### config.mk
export PLATFORM = sky130hd
export DESIGN_NAME = port_write_scheduler_flat
export DESIGN_NICKNAME = d
export VERILOG_FILES = /design/src/rtl/port_map_pkg.sv /design/src/rtl/port_write_scheduler_if.sv /design/src/rtl/port_write_scheduler_rr_arbiter.sv /design/src/rtl/port_write_scheduler.sv /design/src/flat_wrapper.sv
export SDC_FILE = /design/constraint.sdc
export NUM_CORES = 1
export LEC_CHECK = 0
export ABC_AREA = 1
export BUFFER_PORTS_ARGS = -buffer_cell sky130_fd_sc_hd__buf_2
export CAP_MARGIN = 20
export CORE_MARGIN = 4
export CORE_UTILIZATION = 45
export DETAILED_ROUTE_END_ITERATION = 16
export PLACE_DENSITY = 0.68
export REMOVE_ABC_BUFFERS = 1
export SLEW_MARGIN = 10
export SYNTH_ARGS = -nofsm -noshare
export SYNTH_HDL_FRONTEND = slang
export SYNTH_HIERARCHICAL = 1
export SYNTH_SLANG_ARGS = --single-unit
export TNS_END_PERCENT = 10
### constraint.sdc
create_clock -name reloj -period 6.3 [get_ports reloj]
set_clock_uncertainty 0.1 [all_clocks]
set_input_delay 0 -clock reloj [delete_from_list [all_inputs] [get_ports reloj]]
set_output_delay 0 -clock reloj [all_outputs]
set_load 0.01 [all_outputs]
### src/rtl/port_map_pkg.sv
`default_nettype none
// ============================================================================
// Package  : port_map_pkg
// Desc     : Control-register port map, button codes and scheduler FSM states.
// Revision : 1.0 - initial release
// ============================================================================
package port_map_pkg;

    localparam logic [7:0] PORT_SW    = 8'h01;
    localparam logic [7:0] PORT_CTRL  = 8'h10;
    localparam logic [7:0] PORT_CRONO = 8'h11;
    localparam logic [7:0] PORT_AA    = 8'h20;
    localparam logic [7:0] PORT_FH    = 8'h21;
    localparam logic [7:0] PORT_BTN   = 8'h22;

    localparam logic [7:0] BTN_CODE_1 = 8'h01;
    localparam logic [7:0] BTN_CODE_2 = 8'h02;
    localparam logic [7:0] BTN_CODE_3 = 8'h03;
    localparam logic [7:0] BTN_CODE_4 = 8'h04;

    typedef enum logic [1:0] {
        ST_IDLE = 2'd0,
        ST_WR   = 2'd1,
        ST_GAP  = 2'd2
    } sched_state_e;

endpackage
`default_nettype wire

### src/rtl/port_write_scheduler_if.sv
`default_nettype none
// ============================================================================
// Interface : port_write_scheduler_if
// Desc      : Requester handshake plus the shared processor-style write bus.
// Revision  : 1.0 - initial release
// ============================================================================
interface port_write_scheduler_if #(
    parameter int NREQ = 4
);
    logic [NREQ-1:0]   req;
    logic [8*NREQ-1:0] req_port;
    logic [8*NREQ-1:0] req_data;
    logic [NREQ-1:0]   ack;
    logic [7:0]        port_id;
    logic [7:0]        out_port;
    logic              en_10;
    logic              busy;

    modport master (
        output req, req_port, req_data,
        input  ack, port_id, out_port, en_10, busy
    );

    modport slave (
        input  req, req_port, req_data,
        output ack, port_id, out_port, en_10, busy
    );
endinterface
`default_nettype wire

### src/rtl/port_write_scheduler_rr_arbiter.sv
`default_nettype none
// ============================================================================
// Module   : rr_arbiter
// Desc     : Round-robin grant over NREQ levels; pointer moves past the winner.
// Revision : 1.0 - initial release
// ============================================================================
module rr_arbiter #(
    parameter  int NREQ  = 4,
    localparam int IDX_W = $clog2(NREQ)
) (
    input  logic             clk,
    input  logic             rst,
    input  logic [NREQ-1:0]  req_i,
    input  logic             adv_i,
    output logic [NREQ-1:0]  gnt_oh_o,
    output logic [IDX_W-1:0] gnt_idx_o,
    output logic             gnt_vld_o
);
    logic [IDX_W-1:0] rr_ptr_q;
    logic [IDX_W-1:0] rr_ptr_d;

    always_comb begin
        gnt_oh_o  = '0;
        gnt_idx_o = '0;
        gnt_vld_o = 1'b0;
        for (int k = 0; k < NREQ; k++) begin
            logic [IDX_W-1:0] idx;
            idx = IDX_W'((32'(rr_ptr_q) + 32'(k)) % 32'(NREQ));
            if (!gnt_vld_o && req_i[idx]) begin
                gnt_vld_o     = 1'b1;
                gnt_idx_o     = idx;
                gnt_oh_o[idx] = 1'b1;
            end
        end
    end

    assign rr_ptr_d = (gnt_idx_o == IDX_W'(NREQ - 1)) ? '0 : gnt_idx_o + IDX_W'(1);

    always_ff @(posedge clk) begin
        if (rst) begin
            rr_ptr_q <= '0;
        end else if (adv_i) begin
            rr_ptr_q <= rr_ptr_d;
        end
    end
endmodule
`default_nettype wire

### src/rtl/port_write_scheduler.sv
`default_nettype none
// ============================================================================
// Module   : port_write_scheduler
// Desc     : Shares the port write bus among NREQ requesters, auto-clears buttons.
//            Build option SCHED_DBG_EN adds dbg_wr_count / dbg_last_grant.
// Revision : 1.0 - initial release
// ============================================================================
module port_write_scheduler
    import port_map_pkg::*;
#(
    parameter int         NREQ     = 4,
    parameter int         GAP_CYC  = 1,
    parameter int         HOLD_CYC = 16,
    parameter logic [7:0] BTN_PORT = PORT_BTN
) (
    input  logic                  reloj,
    input  logic                  resetM,
    port_write_scheduler_if.slave bus
`ifdef SCHED_DBG_EN
    ,
    output logic [15:0]           dbg_wr_count,
    output logic [3:0]            dbg_last_grant
`endif
);
    localparam int          IDX_W     = $clog2(NREQ);
    localparam logic [3:0]  GAP_LOAD  = (GAP_CYC > 0) ? 4'(GAP_CYC - 1) : 4'd0;
    // The strobe cycle itself is the first hold cycle, so the clear lands HOLD_CYC after it.
    localparam logic [15:0] HOLD_LOAD = 16'(HOLD_CYC - 1);

    sched_state_e     state_q, state_d;
    logic [7:0]       port_id_q, port_id_d;
    logic [7:0]       out_port_q, out_port_d;
    logic             en_10_q, en_10_d;
    logic [NREQ-1:0]  ack_q, ack_d;
    logic             busy_q, busy_d;
    logic [3:0]       gap_q, gap_d;
    logic [15:0]      hold_q, hold_d;
    logic             pend_q, pend_d;

    logic             clear_due;
    logic             adv;
    logic             clr_sel;
    logic [NREQ-1:0]  gnt_oh;
    logic [IDX_W-1:0] gnt_idx;
    logic             gnt_vld;
    logic [7:0]       sel_port;
    logic [7:0]       sel_data;

    rr_arbiter #(.NREQ(NREQ)) u_arb (
        .clk       (reloj),
        .rst       (resetM),
        .req_i     (bus.req),
        .adv_i     (adv),
        .gnt_oh_o  (gnt_oh),
        .gnt_idx_o (gnt_idx),
        .gnt_vld_o (gnt_vld)
    );

    assign clear_due = pend_q && (hold_q == 16'd0);
    assign sel_port  = bus.req_port[{gnt_idx, 3'b000} +: 8];
    assign sel_data  = bus.req_data[{gnt_idx, 3'b000} +: 8];

    always_comb begin
        state_d    = state_q;
        port_id_d  = port_id_q;
        out_port_d = out_port_q;
        en_10_d    = 1'b0;
        ack_d      = '0;
        gap_d      = gap_q;
        pend_d     = pend_q;
        hold_d     = (hold_q != 16'd0) ? hold_q - 16'd1 : hold_q;
        adv        = 1'b0;
        clr_sel    = 1'b0;
        case (state_q)
            ST_IDLE: begin
                if (clear_due) begin
                    state_d    = ST_WR;
                    port_id_d  = BTN_PORT;
                    out_port_d = 8'h00;
                    en_10_d    = 1'b1;
                    pend_d     = 1'b0;
                    clr_sel    = 1'b1;
                end else if (gnt_vld) begin
                    state_d    = ST_WR;
                    port_id_d  = sel_port;
                    out_port_d = sel_data;
                    en_10_d    = 1'b1;
                    ack_d      = gnt_oh;
                    adv        = 1'b1;
                    // A zero button write from a requester releases the button itself.
                    if (sel_port == BTN_PORT) begin
                        pend_d = (sel_data != 8'h00);
                        if (sel_data != 8'h00) begin
                            hold_d = HOLD_LOAD;
                        end
                    end
                end
            end
            ST_WR: begin
                if (GAP_CYC > 0) begin
                    state_d = ST_GAP;
                    gap_d   = GAP_LOAD;
                end else begin
                    state_d = ST_IDLE;
                end
            end
            ST_GAP: begin
                if (gap_q == 4'd0) begin
                    state_d = ST_IDLE;
                end else begin
                    gap_d = gap_q - 4'd1;
                end
            end
            default: state_d = ST_IDLE;
        endcase
        busy_d = (state_d != ST_IDLE) || pend_d;
    end

    always_ff @(posedge reloj) begin
        if (resetM) begin
            state_q    <= ST_IDLE;
            port_id_q  <= 8'h00;
            out_port_q <= 8'h00;
            en_10_q    <= 1'b0;
            ack_q      <= '0;
            busy_q     <= 1'b0;
            gap_q      <= 4'd0;
            hold_q     <= 16'd0;
            pend_q     <= 1'b0;
        end else begin
            state_q    <= state_d;
            port_id_q  <= port_id_d;
            out_port_q <= out_port_d;
            en_10_q    <= en_10_d;
            ack_q      <= ack_d;
            busy_q     <= busy_d;
            gap_q      <= gap_d;
            hold_q     <= hold_d;
            pend_q     <= pend_d;
        end
    end

    assign bus.port_id  = port_id_q;
    assign bus.out_port = out_port_q;
    assign bus.en_10    = en_10_q;
    assign bus.ack      = ack_q;
    assign bus.busy     = busy_q;

`ifdef SCHED_DBG_EN
    logic [15:0] dbg_cnt_q;
    logic [3:0]  dbg_last_q;

    always_ff @(posedge reloj) begin
        if (resetM) begin
            dbg_cnt_q  <= 16'd0;
            dbg_last_q <= 4'd0;
        end else if (en_10_d) begin
            if (dbg_cnt_q != 16'hFFFF) begin
                dbg_cnt_q <= dbg_cnt_q + 16'd1;
            end
            dbg_last_q <= clr_sel ? 4'hF : 4'(gnt_idx);
        end
    end

    assign dbg_wr_count   = dbg_cnt_q;
    assign dbg_last_grant = dbg_last_q;
`endif
endmodule
`default_nettype wire
### src/flat_wrapper.sv
// flat-port wrapper written by rule: the top's interface ports become plain ports
module port_write_scheduler_flat import port_map_pkg::*;
#(
    parameter int         NREQ     = 4,
    parameter int         GAP_CYC  = 1,
    parameter int         HOLD_CYC = 16,
    parameter logic [7:0] BTN_PORT = PORT_BTN
)
  (reloj, resetM, bus_req, bus_req_port, bus_req_data, bus_ack, bus_port_id, bus_out_port, bus_en_10, bus_busy);
  port_write_scheduler_if #(.NREQ(NREQ)) bus_i ();
  input  logic reloj;
  input  logic resetM;
  input wire logic [$bits(bus_i.req)-1:0] bus_req;
  input wire logic [$bits(bus_i.req_port)-1:0] bus_req_port;
  input wire logic [$bits(bus_i.req_data)-1:0] bus_req_data;
  output wire logic [$bits(bus_i.ack)-1:0] bus_ack;
  output wire logic [$bits(bus_i.port_id)-1:0] bus_port_id;
  output wire logic [$bits(bus_i.out_port)-1:0] bus_out_port;
  output wire logic [$bits(bus_i.en_10)-1:0] bus_en_10;
  output wire logic [$bits(bus_i.busy)-1:0] bus_busy;
  assign bus_i.req = bus_req;
  assign bus_i.req_port = bus_req_port;
  assign bus_i.req_data = bus_req_data;
  assign bus_ack = bus_i.ack;
  assign bus_port_id = bus_i.port_id;
  assign bus_out_port = bus_i.out_port;
  assign bus_en_10 = bus_i.en_10;
  assign bus_busy = bus_i.busy;
  port_write_scheduler #(.NREQ(NREQ), .GAP_CYC(GAP_CYC), .HOLD_CYC(HOLD_CYC), .BTN_PORT(BTN_PORT)) u_core (.reloj(reloj), .resetM(resetM), .bus(bus_i));
endmodule
==> metrics.yaml, run 1 <==
placed_design:
  place.gp.congestion: 0.870
  dp_hpwl_mm: 6.20
  place_inst: 665
  port_buffers: 91
  place_area_mm2: 0.00362
logic_synthesis:
  synth_top_area_frac: 0.297
  async_flop_share: 0
  yosysWarnings: 6
  synthFlopType: "dfxtp_1"
  synth.avg_cell_area_um2: 6.41
  synth_cell_types: 38
  synth-edff-count: 0
  ys_seq_area_frac: 0.297
  synth.area.top_cells: "dfxtp_1 (30%), nand2_1 (18%), nand3_1 (9.2%), inv_1 (6.5%), nor2_1 (5.9%)"
  syn_inst: 494
  synth_top_cell_by_area: "dfxtp_1"
  ys_ff_latch: 47
  syn_area_mm2: 0.00317
worst_setup_path:
  cpMaxStageDelayCell: "dfxtp_1"
  cp.required_ns: 6.39
  arrival_ns: 3.82
  crit_chain: "inv_8, ha_1, inv_1, nand3_1, nand2_2, nor2_4, nand2_1, nand3_2, nand2_2, inv_4, nand2_1, nand2_1, nand2_1, nand2_1, nand2_1, nor2_2, inv_1, nor2_2, nand2_4, nand2_4, nor2_1"
  critPathKind: "flop to flop"
  crit_fanout: 36
  cp-end-kind: "flop"
  cp-start-kind: "flop"
  cpMostUsedCell: "nand2_1"
  critPathMaxStageDelay_ns: 0.64
die:
  io_pins: 92
  die_h_um: 91.9
  dieWidth_um: 91.9
  rows: 30
  start_util: 0.464
  core_region_area_mm2: 0.00683
  die_area_mm2: 0.00844
global_routing:
  grt_usage: 0.186
  antenna_found_initial: 0
  grt_pass1_vias: 3028
  grt_overflow_total: 0
  grt_pass1_wl_mm: 13.3
  grt_max_degree: 37
sta:
  slew_headroom: 0.554
  fin_crit_ns: 3.73
  rsz0062_at_grt: "false"
  tightest_slew_ns: 0.668
  setup_viol_count_final: 0
  finalHoldViolations: 0
  max_freq_mhz: 268
  maxSlewViolCount: 0
  period_share: 0.592
  setup_tns_ns: 0
clocking:
  path_clk_slew_ns: 0.09
  cts_buffers: 5
  htreeDepth: 2
  root_buffer: "clkbuf_8"
  clockBufferDepth: 2
  cts_tree: "done"
  cts.sinks: 47
  insertion_delay_ns: 0.30
final_layout:
  drive_gt1_frac: 0.236
  final_nets: 656
  seq_area_um2: 941
  final_area_mm2: 0.00374
  syn2layout_area_growth_pct: 18.1
  multi_input_area_mm2: 0.00187
  nFillCells: 711
  diodes: 0
  fin_cells: 673
detailed_routing:
  vias: 3266
  via_per_inst: 4.85
  dr.pass1.iters: 4
  drc: 0
  ant_nets: 0
  routedWlPerCell_um: 11.6
  drt_wl_total_mm: 7.80
  drt_iter0_markers: 163
pwr:
  p_clk_frac: 0.101
  switching_share: 0.538
  p_total_mw: 2.15
  share_seq_of_total_power: 0.216
  p_int_uw: 992
  irDropWorstVdd_uv: 301
  combPwrFrac: 0.683
  pwr_density_cell_mw_per_mm2: 574
  p_leak_nw: 1.97
  p_sw_mw: 1.15
worst_hold_path:
  min_path_type: "input port to flop"
outcome:
  status: "complete, no violations"
job:
  maxCapViolations: 0
==> stage by stage <==
stage | hold slack [ns] | setup slack [ns] | utilization
global route | 0.0461 | 2.20 | 0.548
CTS | 0.000636 | 2.57 | 0.548
floorplan | -0.0309 | 3.13 | -
detailed placement | 0.250 | 2.59 | 0.531
global placement | 0.246 | 2.75 | 0.531
finish | 0.0148 | 2.57 | 0.548
==> power groups by stage <==
stage                     Combinational [mW]  Sequential (mW)  Clock, mW
after floorplan                         1.11            0.479          0
after global placement                  1.44            0.468          0
after detailed placement                1.46            0.469          0
after CTS                               1.46            0.464      0.220
after global routing                    1.68            0.477      0.231
final                                   1.47            0.463      0.216
==> path summary, 6_finish.rpt <==
check | startpoint | slack, ns | end | cells after the start
worst max register to register | flop | 2.57 | u_core/hold_q[5] | 21
worst max-delay path | flop | 2.57 | u_core/hold_q[5] | 21
worst min register to register | u_core/bus.out_port[7] | 0.39 | u_core/bus.out_port[7] | 2
worst min-delay path | bus_req_data[23] | 0.01 | u_core/bus.out_port[7] | 5
==> repair_timing <==
item / CTS / global route
setup endpoints to repair: 0 / 0
resized for setup: 0 / 0
hold endpoints to repair: 11 / 0
buffers inserted: 0 / 0
hold buffers: 1 / 0
==> final cells by class <==
cell class,count,share of cell area
timing repair buffer,92,0.124
inverter,62,0.0649
multi-input combinational,369,0.499
sequential,47,0.252
clock inverter,2,0.0100
clock buffer,5,0.0184
tap,96,0.0321
==> sequential cells by signal, summed over array words and instances (netlist names), named ones only <==
register / flops
u_core/gap_q: 4
u_core/hold_q: 16
u_core/state_q: 2
u_core/bus.port_id: 8
u_core/bus.out_port: 8
u_core/u_arb/rr_ptr_q: 1
u_core/bus.en_10: 1
u_core/pend_q: 1
u_core/bus.ack: 4
u_core/bus.busy: 1
==> logic make-up (layout without fill, tap and decap cells) <==
| logic type | count (synthesis) | in the layout | share of synthesized area |
|---|---|---|---|
| AND/OR/NAND/NOR | 300 | 300 | 0.440 |
| buffers and inverters | 78 | 161 | 0.114 |
| adder cells (fa/ha/maj) | 9 | 9 | 0.0356 |
| flip-flops | 47 | 47 | 0.297 |
| XOR/XNOR | 9 | 9 | 0.0249 |
| AO/OA/AOI/OAI | 51 | 51 | 0.0885 |
==> Yosys cell counts, types with 2 or more instances <==
master,n
nor2_2,5
nand2_4,5
xor2_1,5
nor3_2,3
buf_6,4
nor2_1,50
buf_2,4
o21ai_1,10
nand4_1,3
nor2_4,2
nand2_2,7
ha_1,9
inv_2,5
o22ai_1,2
o21ai_0,17
nand2_1,150
dfxtp_1,47
nor4_1,2
nor3_1,6
nand3_2,5
nand3_1,58
inv_1,55
a31oi_1,3
buf_4,6
xnor2_1,4
clkbuf_1,2
a21oi_1,14
==> critical path: cells and delay by family (launching register included) <==
kind	cells	cell delay, ns
adders and majority gates	1	0.37
and+or+nand+nor	16	1.85
buffers and inverters	4	0.62
DFF	1	0.64
==> layout by cell type (no fill, tap or decap), drive strengths merged, types with 9 or more instances in the layout <==
cell	count
a21oi	14
o21ai	27
nor2	57
inv	62
dfxtp	47
nand2	163
nand3	64
buf	91
ha	9
nor3	9
==> layer usage <==
layer / global-route usage / vias up / wire [µm]
met5: 0 / - / 0
met2: 0.322 / 96 / 3720
met3: 0.0263 / 5 / 418
met1: 0.241 / 1434 / 3570
li1: - / 1731 / -
met4: 0.0507 / 0 / 83
No activity file was read; power rests on OpenSTA's default activity.
==> run 2, diff against run 1 <==
Settings changed: ABC_AREA 1 to 0, PLACE_DENSITY 0.68 to 0.72.
Clock period 6.3 ns to 3.4 ns, I/O delays scaled along.
==> metrics.yaml, run 2 <==
outcome:
  status: "complete, no violations"  # unchanged
final_layout:
  seq_area_um2: 943  # was 941 µm²
  fin_cells: 461  # was 673
  final_common_cell: "buf_2"  # was nand2_1
  nFillCells: 493  # was 711
  multi_input_area_mm2: 0.00180  # was 0.00187 mm²
  largest_reg_flops: 16  # unchanged
  syn2layout_area_growth_pct: 29.3  # was 18.1%
  regMostFlops: "u_core/hold_q"  # unchanged
  diodes: 0  # unchanged
  drive_gt1_frac: 0.427  # was 0.236
  final_nets: 464  # was 656
  layout_common_cells: "buf_2 (91), dfxtp_1 (45), nor2_1 (37)"  # was nand2_1 (150), buf_2 (91), nand3_1 (58)
pwr:
  irDropWorstVdd_uv: 569  # was 301 µV
  p_total_mw: 3.72  # was 2.15 mW
  p_leak_nw: 1.58  # was 1.97 nW
  share_seq_of_total_power: 0.235  # was 0.216
  combPwrFrac: 0.678  # was 0.683
  p_int_mw: 2.20  # was 992 µW
  switching_share: 0.409  # was 0.538
  p_clk_frac: 0.087  # was 0.101
  pwr_density_cell_mw_per_mm2: 1020  # was 574 mW/mm²
  p_sw_mw: 1.52  # was 1.15 mW
logic_synthesis:
  synth_top_cell_by_area: "dfxtp_1"  # unchanged
  async_flop_share: 0  # unchanged
  synthSimpleGateAreaFrac: 0.186  # was 0.440
  synth.avg_cell_area_um2: 10.0  # was 6.41 µm²
  ys_seq_area_frac: 0.335  # was 0.297
  synth_most_common_cell: "dfxtp_1"  # was nand2_1
  syn_area_mm2: 0.00281  # was 0.00317 mm²
  synth_top_area_frac: 0.335  # was 0.297
  synth_common_cells: "dfxtp_1 (47), nor2_1 (37), mux4_2 (19)"  # was nand2_1 (150), nand3_1 (58), inv_1 (55)
  synth.area.top_cells: "dfxtp_1 (33%), mux4_2 (15%), nor2_1 (4.9%), a22o_1 (4.0%), ha_1 (4.0%)"  # was dfxtp_1 (30%), nand2_1 (18%), nand3_1 (9.2%), inv_1 (6.5%), nor2_1 (5.9%)
  synth_xor_area_frac: 0.0467  # was 0.0249
  syn_inst: 280  # was 494
  synth-edff-count: 0  # unchanged
  synth_top_family_by_area: "simple AND/OR/NAND/NOR gates"  # unchanged
  ys_ff_latch: 47  # unchanged
  synth_compound_gate_area_share: 0.175  # was 0.0885
  yosys.area_share.adder: 0.0400  # was 0.0356
  synth_cell_types: 56  # was 38
  synthFlopType: "dfxtp_1"  # unchanged
  yosysWarnings: 6  # unchanged
  muxShareOfSynthArea: 0.171  # was 0
sta:
  rsz0062_at_grt: "true"  # was false
  whs_ns: 0.0283  # was 0.0148 ns
  setup_tns_ns: 0  # unchanged
  setup_ws_ns: 0.0632  # was 2.57 ns
  period_share: 0.981  # was 0.592
  tightest_slew_ns: 1.11  # was 0.668 ns
  maxSlewViolCount: 0  # unchanged
  setup_viol_count_final: 0  # unchanged
  finalHoldViolations: 0  # unchanged
  slew_headroom: 0.259  # was 0.554
  max_freq_mhz: 300  # was 268 MHz
  fin_crit_ns: 3.34  # was 3.73 ns
placed_design:
  port_buffers: 91  # unchanged
  place.gp.congestion: 0.849  # was 0.870
  dp_hpwl_mm: 5.50  # was 6.20 mm
  post-place-ws_ns: -0.0370  # was 2.59 ns
  place_inst: 447  # was 665
worst_hold_path:
  min_path_type: "input port to flop"  # unchanged
  hp-start: "resetM"  # was bus_req_data[23]
  holdPathStages: 2  # was 5
  min_to: "u_core/gap_q[0]"  # was u_core/bus.out_port[7]
clocking:
  path_clk_slew_ns: 0.08  # was 0.09 ns
  cts_buffers: 5  # unchanged
  cts_tree: "done"  # unchanged
  insertion_delay_ns: 0.29  # was 0.30 ns
  cts.sinks: 47  # unchanged
  cts_hold_buf: 0  # was 1
  clockBufferDepth: 2  # unchanged
  root_buffer: "clkbuf_8"  # unchanged
  htreeDepth: 2  # unchanged
die:
  die_area_mm2: 0.00758  # was 0.00844 mm²
  core_region_area_mm2: 0.00599  # was 0.00683 mm²
  dieWidth_um: 87.1  # was 91.9 µm
  die_h_um: 87.1  # was 91.9 µm
  rows: 28  # was 30
  start_util: 0.470  # was 0.464
  io_pins: 92  # unchanged
job:
  maxCapViolations: 0  # unchanged
worst_setup_path:
  arrival_ns: 3.47  # was 3.82 ns
  crit_fanout: 12  # was 36
  rr_worst_depth: 14  # was 21
  crit_chain: "inv_2, ha_4, mux4_2, and2b_1, o21ai_2, nand2_2, buf_12, buf_4, mux4_2, nor4_2, nand2_1, a41o_1, buf_12, nor2_1"  # was inv_8, ha_1, inv_1, nand3_1, nand2_2, nor2_4, nand2_1, nand3_2, nand2_2, inv_4, nand2_1, nand2_1, nand2_1, nand2_1, nand2_1, nor2_2, inv_1, nor2_2, nand2_4, nand2_4, nor2_1
  cp-end-kind: "flop"  # unchanged
  ff2ff_setup_slack_ns: 0.06  # was 2.57 ns
  r2r_end: "u_core/hold_q[12]"  # was u_core/hold_q[5]
  cp.required_ns: 3.53  # was 6.39 ns
  cp-start-kind: "flop"  # unchanged
  cpMaxStageDelayCell: "mux4_2"  # was dfxtp_1
  critPathKind: "flop to flop"  # unchanged
  critPathMaxStageDelay_ns: 0.54  # was 0.64 ns
global_routing:
  grt_max_degree: 23  # was 37
  grt_pass1_wl_mm: 11.5  # was 13.3 mm
  grt_usage: 0.187  # was 0.186
  antenna_found_initial: 0  # unchanged
  grt_pass1_vias: 2583  # was 3,028
  grt_overflow_total: 0  # unchanged
detailed_routing:
  ant_nets: 0  # unchanged
  via_per_inst: 5.66  # was 4.85
  dr.pass1.iters: 4  # unchanged
  drt_wl_total_mm: 7.28  # was 7.80 mm
  vias: 2608  # was 3,266
  routedWlPerCell_um: 15.8  # was 11.6 µm
  drc: 0  # unchanged
  drt_iter0_markers: 125  # was 163
==> run 2: cell types whose count changed after synthesis, sizes merged, moves of 9 or more <==
cell / change
nand2: -155
nand3: -62
inv: -51
nor4: +9
mux4: +19
o21ai: -19
nor2: -19
a22o: +13
==> run 2: worst max path at each step <==
stage / startpoint / end / slack [ns] / cells past startpoint
after floorplan: flop / u_core/hold_q[10] / -0.97 / 11
after global placement: flop / u_core/hold_q[13] / 0.08 / 13
after detailed placement: flop / u_core/hold_q[10] / -0.04 / 13
after CTS: flop / u_core/hold_q[12] / 0.01 / 13
after global routing: flop / u_core/pend_q / -0.13 / 12
final: flop / u_core/hold_q[12] / 0.06 / 14
==> run 2: cell families (layout without fill, tap and decap cells) <==
kind of cell,Yosys count,in the layout
multiplexers,24,24
flip-flops,47,47
AND/OR/NAND/NOR,96,96
XOR/XNOR,15,15
adder cells (fa/ha/maj),9,9
buffers and inverters,26,132
AO/OA/AOI/OAI,63,63
==> run 2: per-layer routing <==
layer / vias to the layer above / track usage / routed length (µm)
li1: 1264 / - / -
met1: 1221 / 0.235 / 3020
met2: 107 / 0.320 / 3670
met3: 16 / 0.0360 / 437
met4: 0 / 0.0666 / 153
met5: - / 0 / 0
==> run 2: power by group through the flow <==
stage	clock [mW]	sequential (mW)	combinational (mW)
5_1_grt	0.361	0.903	2.75
3_3_place_gp	0	0.878	2.20
4_1_cts	0.336	0.871	2.40
2_1_floorplan	0	0.947	1.50
3_5_place_dp	0	0.879	2.24
6_report	0.324	0.875	2.52
==> run 2: critical path: cells and delay by family (launching register included) <==
family	cells	cell delay [ns]
buf+inv	4	0.48
flops	1	0.35
fa+ha+maj	1	0.28
compound gates	2	0.30
mux	2	0.88
simple gates	5	0.89
==> run 2: area by class of cell <==
class,instances,area share
multi-input cells,207,0.495
inverters,11,0.0114
clock buffers,5,0.0189
repair buffers,113,0.185
well taps,75,0.0258
flip-flops and latches,47,0.259
clock inverters,3,0.00413
==> run 2: what timing repair did <==
item | CTS | global route
hold endpoints to repair | 0 | 0
setup endpoints to repair | 17 | 17
pin swaps | 2 | 6
cloned | 1 | 0
setup buffers | 2 | 3
resized for setup | 4 | 11
==> run 2: through the flow <==
step	util	area (µm²)
4_1_cts	0.596	3570
6_report	0.607	3640
2_1_floorplan	-	2720
3_5_place_dp	0.571	3420
5_1_grt	0.607	3640
3_3_place_gp	0.571	3420
